File: src/rtl/gpio_bank.sv
// rtl/gpio_bank.sv - Wishbone-classic GPIO bank with set/clear outputs, synchronised inputs and optional edge irq
// Optional feature macro: GPIO_BANK_IRQ_EN (edge interrupt registers and irq_o).
module gpio_bank #(
    parameter int unsigned        N_GPIO      = 8,
    parameter int unsigned        SYNC_STAGES = 2,
    parameter logic [N_GPIO-1:0]  OUT_RST     = '0
) (
    input  logic              clk_i,
    input  logic              rst_in,
    input  logic              cyc_i,
    input  logic              stb_i,
    input  logic              we_i,
    input  logic [2:0]        adr_i,
    input  logic [3:0]        be_i,
    input  logic [31:0]       dat_i,
    output logic [31:0]       dat_o,
    output logic              ack_o,
    input  logic [N_GPIO-1:0] gpi_i,
    output logic [N_GPIO-1:0] gpo_o,
    output logic [N_GPIO-1:0] gpoe_o,
    output logic              irq_o
);

    localparam logic [2:0] ADR_IN       = 3'd0;
    localparam logic [2:0] ADR_OUT      = 3'd1;
    localparam logic [2:0] ADR_DIR      = 3'd2;
    localparam logic [2:0] ADR_OUT_SET  = 3'd3;
    localparam logic [2:0] ADR_OUT_CLR  = 3'd4;
    localparam logic [2:0] ADR_IRQ_EN   = 3'd5;
    localparam logic [2:0] ADR_IRQ_EDGE = 3'd6;
    localparam logic [2:0] ADR_IRQ_STAT = 3'd7;

    // Pin-wide values are zero-extended onto the 32-bit bus without a
    // zero-width replication when N_GPIO is 32.
    function automatic logic [31:0] zext(input logic [N_GPIO-1:0] v);
        logic [31:0] r;
        r = '0;
        r[N_GPIO-1:0] = v;
        return r;
    endfunction

    logic              ack_q, ack_d;
    logic [31:0]       dat_q, dat_d;
    logic [N_GPIO-1:0] out_q, out_d;
    logic [N_GPIO-1:0] dir_q, dir_d;
    logic [N_GPIO-1:0] sync_q [SYNC_STAGES];
    logic [N_GPIO-1:0] sync_d [SYNC_STAGES];

    logic              req;
    logic              wr;
    logic [31:0]       wmask32;
    logic [N_GPIO-1:0] wmask;
    logic [N_GPIO-1:0] wbits;
    logic [N_GPIO-1:0] in_sync;
    logic [31:0]       rdata;

    // Bus request decode and byte-lane write mask
    always_comb begin
        req     = cyc_i & stb_i & ~ack_q;
        wr      = req & we_i;
        wmask32 = {{8{be_i[3]}}, {8{be_i[2]}}, {8{be_i[1]}}, {8{be_i[0]}}};
        wmask   = wmask32[N_GPIO-1:0];
        wbits   = dat_i[N_GPIO-1:0] & wmask;
        in_sync = sync_q[SYNC_STAGES-1];
    end

    // Input synchroniser chain: stage 0 samples the raw pins
    always_comb begin
        for (int i = 0; i < SYNC_STAGES; i++) begin
            sync_d[i] = '0;
        end
        sync_d[0] = gpi_i;
        for (int i = 1; i < SYNC_STAGES; i++) begin
            sync_d[i] = sync_q[i-1];
        end
    end

`ifdef GPIO_BANK_IRQ_EN
    logic [N_GPIO-1:0] irq_en_q, irq_en_d;
    logic [N_GPIO-1:0] irq_edge_q, irq_edge_d;
    logic [N_GPIO-1:0] irq_stat_q, irq_stat_d;
    logic [N_GPIO-1:0] prev_q, prev_d;
    logic              irq_q, irq_d;
    logic [N_GPIO-1:0] rise;
    logic [N_GPIO-1:0] fall;
    logic [N_GPIO-1:0] hit;
    logic [N_GPIO-1:0] clr;

    // Edge detection and interrupt register updates; a new edge beats a same-cycle W1C
    always_comb begin
        prev_d     = in_sync;
        rise       = in_sync & ~prev_q;
        fall       = ~in_sync & prev_q;
        hit        = (irq_edge_q & rise) | (~irq_edge_q & fall);
        irq_en_d   = irq_en_q;
        irq_edge_d = irq_edge_q;
        clr        = '0;
        if (wr) begin
            case (adr_i)
                ADR_IRQ_EN:   irq_en_d   = (irq_en_q & ~wmask) | wbits;
                ADR_IRQ_EDGE: irq_edge_d = (irq_edge_q & ~wmask) | wbits;
                ADR_IRQ_STAT: clr        = wbits;
                default:      clr        = '0;
            endcase
        end
        irq_stat_d = (irq_stat_q & ~clr) | hit;
        irq_d      = |(irq_stat_q & irq_en_q);
    end

    // Interrupt state registers
    always_ff @(posedge clk_i or negedge rst_in) begin
        if (!rst_in) begin
            irq_en_q   <= '0;
            irq_edge_q <= '0;
            irq_stat_q <= '0;
            prev_q     <= '0;
            irq_q      <= 1'b0;
        end else begin
            irq_en_q   <= irq_en_d;
            irq_edge_q <= irq_edge_d;
            irq_stat_q <= irq_stat_d;
            prev_q     <= prev_d;
            irq_q      <= irq_d;
        end
    end

    assign irq_o = irq_q;
`else
    assign irq_o = 1'b0;
`endif

    // Register read multiplexer; write-only and absent registers read zero
    always_comb begin
        rdata = '0;
        case (adr_i)
            ADR_IN:       rdata = zext(in_sync);
            ADR_OUT:      rdata = zext(out_q);
            ADR_DIR:      rdata = zext(dir_q);
            ADR_OUT_SET:  rdata = '0;
            ADR_OUT_CLR:  rdata = '0;
`ifdef GPIO_BANK_IRQ_EN
            ADR_IRQ_EN:   rdata = zext(irq_en_q);
            ADR_IRQ_EDGE: rdata = zext(irq_edge_q);
            ADR_IRQ_STAT: rdata = zext(irq_stat_q);
`endif
            default:      rdata = '0;
        endcase
    end

    // Output data/direction updates and the single-cycle ack with registered read data
    always_comb begin
        ack_d = req;
        dat_d = (req && !we_i) ? rdata : '0;
        out_d = out_q;
        dir_d = dir_q;
        if (wr) begin
            case (adr_i)
                ADR_OUT:     out_d = (out_q & ~wmask) | wbits;
                ADR_DIR:     dir_d = (dir_q & ~wmask) | wbits;
                ADR_OUT_SET: out_d = out_q | wbits;
                ADR_OUT_CLR: out_d = out_q & ~wbits;
                default:     out_d = out_q;
            endcase
        end
    end

    // Bus, output and synchroniser state registers
    always_ff @(posedge clk_i or negedge rst_in) begin
        if (!rst_in) begin
            ack_q <= 1'b0;
            dat_q <= '0;
            out_q <= OUT_RST;
            dir_q <= '0;
            for (int i = 0; i < SYNC_STAGES; i++) begin
                sync_q[i] <= '0;
            end
        end else begin
            ack_q <= ack_d;
            dat_q <= dat_d;
            out_q <= out_d;
            dir_q <= dir_d;
            for (int i = 0; i < SYNC_STAGES; i++) begin
                sync_q[i] <= sync_d[i];
            end
        end
    end

    assign ack_o  = ack_q;
    assign dat_o  = dat_q;
    assign gpo_o  = out_q;
    assign gpoe_o = dir_q;

endmodule

File: config.mk
export PLATFORM = sky130hd
export DESIGN_NAME = gpio_bank
export DESIGN_NICKNAME = d
export VERILOG_FILES = /design/src/rtl/gpio_bank.sv
export SDC_FILE = /design/constraint.sdc
export NUM_CORES = 1
export LEC_CHECK = 0
export ABC_AREA = 1
export CAP_MARGIN = 20
export CORE_MARGIN = 3
export CORE_UTILIZATION = 40
export CTS_BUF_LIST = sky130_fd_sc_hd__clkbuf_8
export DETAILED_ROUTE_END_ITERATION = 12
export PLACE_DENSITY = 0.82
export SYNTH_ARGS = -nofsm -noshare
export SYNTH_HDL_FRONTEND = slang
export SYNTH_SLANG_ARGS = --single-unit
File: constraint.sdc
create_clock -name clk_i -period 1.6 [get_ports clk_i]
set_clock_uncertainty 0.1 [all_clocks]
set_input_delay 0.32 -clock clk_i [delete_from_list [all_inputs] [get_ports clk_i]]
set_output_delay 0.32 -clock clk_i [all_outputs]
set_load 0.05 [all_outputs]
==> impl_metrics.json <==
{
  "syn_inst": 217,
  "dieArea_mm2": 0.00561,
  "path_cells": "clkdlybuf4s50_1 -> nor2_2 -> nand2_2 -> nand3_1 -> nand2_1 -> a21oi_1",
  "clockBufferDepth": 2,
  "tightestPinTransition_ns": 0.514,
  "vias": 1604,
  "grt_max_degree": 42,
  "relSlewSlack_pct": 65.7,
  "fmax_mhz": 669,
  "grt_setup_unrepaired": "false",
  "totalWireLength_um": 4510,
  "finalCriticalPeriod_ns": 1.50,
  "worstHoldEndpoint": "in_sync[2]$_DFF_PN0_",
  "ys_ff_latch": 41,
  "ff2ff_path_depth": 6,
  "path_class": "input pin to flip-flop",
  "core.rowCount": 24,
  "grt_pass1_wl_um": 7010,
  "drt_first_pass_iters": 4,
  "antenna_cells": 0,
  "cts_setup_buffers": 0,
  "placed_cell_area_mm2": 0.00273,
  "worst-r2r-setup-slack_ns": 0.17,
  "drive_above_1_share_pct": 20.3,
  "hpwl_um": 3380,
  "postRouteAntennaNets": 0,
  "yosysSeqAreaShare_pct": 54.0,
  "power_per_cell_area_mw_per_mm2": 1150,
  "tns_ns": 0,
  "fp.dieH_um": 74.9,
  "status": "finished clean",
  "finalSetupViolCount": 0,
  "netlist_area_mm2": 0.00190,
  "power_leakage_uw": 0.00143,
  "area_delta_synth_final_pct": 49.4,
  "slew_violations": 0,
  "nets": 338,
  "start_kind": "input pin",
  "grt_pass1_vias": 1556,
  "maxCapViolCount": 0,
  "routabilityCongestion": 0.802,
  "die_w_um": 74.9,
  "period_share_pct": 93.5,
  "reg2reg_from": "ack_o$_DFF_PN0_",
  "ir_drop_mv": 0.723,
  "crit_fanout": 8,
  "clock_sinks": 41,
  "track_usage_pct": 17.0,
  "viasPerCell": 4.75,
  "routedWlPerCell_um": 13.4,
  "core_region_area_mm2": 0.00447,
  "gr-total-overflow": 0,
  "cpPeakStageDelay_ns": 0.51,
  "io_buffers": 49,
  "ys.warnings.count": 0,
  "fin_area_mm2": 0.00284,
  "r2r-end": "gpo_o[5]$_DFFE_PN0P_",
  "clk_pin_slew_ns": 0.08,
  "hold_start": "sync_d[2]$_DFF_PN0_",
  "cts_tree": "done",
  "drcViolationCount": 0,
  "hold_depth": 0,
  "cp-end-kind": "flip-flop",
  "cp.required_ns": 1.71,
  "cts_root_buffer": "clkbuf_8",
  "drt_iter0_drc": 143,
  "avgSynthCellArea_um2": 8.76,
  "yosysUniqueCellTypes": 17,
  "cts_buffers": 5,
  "finalPower_uw": 3270,
  "hold_violations": 0,
  "hp-class": "flip-flop to flip-flop",
  "cts_htree_levels": 2,
  "start_util_pct": 42.5,
  "antenna_found_initial": 0,
  "cpMaxStageDelayCell": "clkdlybuf4s50_1",
  "pin_count": 102,
  "worst_ep_arrival_time_ns": 1.61,
  "insertion_delay_ns": 0.29
}
-- cells by family after synthesis --
| logic type | count (synthesis) | synth area share, % |
|---|---|---|
| and+or+nand+nor | 95 | 22.9 |
| buffers and inverters | 48 | 14.5 |
| DFF | 41 | 54.0 |
| AOI/OAI and AO/OA | 32 | 8.43 |
| other | 1 | 0.197 |
-- layout by cell type (no fill, tap or decap) --
| cell | netlist | layout |
|---|---|---|
| a21oi_1 | 24 | 24 |
| and2_1 | 8 | 8 |
| buf_12 | 0 | 26 |
| buf_2 | 1 | 1 |
| buf_4 | 25 | 15 |
| bufinv_16 | 0 | 1 |
| clkbuf_8 | 0 | 5 |
| clkdlybuf4s50_1 | 0 | 23 |
| clkinv_2 | 0 | 1 |
| conb_1 | 1 | 25 |
| dfrtp_1 | 41 | 40 |
| dfrtp_2 | 0 | 1 |
| dlygate4sd3_1 | 0 | 1 |
| inv_1 | 20 | 20 |
| nand2_1 | 58 | 58 |
| nand2_2 | 3 | 3 |
| nand3_1 | 11 | 11 |
| nand3_4 | 1 | 1 |
| nor2_1 | 10 | 10 |
| nor2_2 | 1 | 1 |
| nor2_4 | 2 | 2 |
| nor3_2 | 1 | 1 |
| o21ai_1 | 8 | 8 |
-- worst max path at each step --
| stage | start | end |
|---|---|---|
| 2_1_floorplan | ack_o$_DFF_PN0_ | flip-flop |
| 4_1_cts | adr_i[1] | gpo_o[5]$_DFFE_PN0P_ |
| 3_3_place_gp | adr_i[1] | gpo_o[6]$_DFFE_PN0P_ |
| 5_1_grt | adr_i[1] | gpo_o[5]$_DFFE_PN0P_ |
| 3_5_place_dp | adr_i[1] | gpo_o[5]$_DFFE_PN0P_ |
| 6_report | adr_i[1] | gpo_o[5]$_DFFE_PN0P_ |
-- Yosys cell counts (all sizes together) --
library cell | instances | share of area [%]
a21oi | 24 | 6.3
and2 | 8 | 2.6
dfrtp | 41 | 54
nand2 | 61 | 12
conb | 1 | 0.20
o21ai | 8 | 2.1
nand3 | 12 | 3.8
nor2 | 13 | 3.5
nor3 | 1 | 0.53
buf | 26 | 10
inv | 20 | 3.9
clkbuf | 2 | 0.40
-- layout make-up --
cell class / instances / area [um^2]
Clock buffer: 5 / 68.8
Clock inverter: 2 / 35.0
Fill cell: 364 / 1640
Inverter: 20 / 75.1
Multi-Input combinational cell: 152 / 689
Sequential cell: 41 / 1030
Tap cell: 52 / 65.1
Timing Repair Buffer: 66 / 878
-- repair_timing --
action                    in CTS  in global routing
resized for setup              0                  0
hold buffers                   1                  0
hold endpoints to repair      39                  0
-- per-stage QoR --
step	hold slack [ns]	worst slack [ns]	cells	utilization, %
floorplan	-0.0756	0.0243	241	-
global placement	0.232	-0.116	330	60.9
detailed placement	0.236	-0.175	330	60.9
CTS	0.253	0.133	338	63.5
global route	0.257	0.00843	338	63.5
finish	0.250	0.104	338	63.5
-- layer usage --
layer	part of all wire, %	wire (um)	global-route usage, %	up-vias
met5	0	0	0	-
met4	0.49	22	7.11	0
met3	6.4	290	3.87	4
met2	52	2360	28.9	61
met1	41	1840	20.7	775
li1	-	-	-	764
-- where the power goes --
group	switching (uW)	internal, uW	total, uW
sequential	148	1150	1290
clock	344	453	798
combinational	666	511	1180
-- critical path: cells and delay by family --
| kind | cells | cell delay [ns] |
|---|---|---|
| simple gates | 4 | 0.60 |
| compound gates | 1 | 0.17 |
| buf+inv | 1 | 0.51 |
Note: power is estimated with default switching activity, not from simulation.
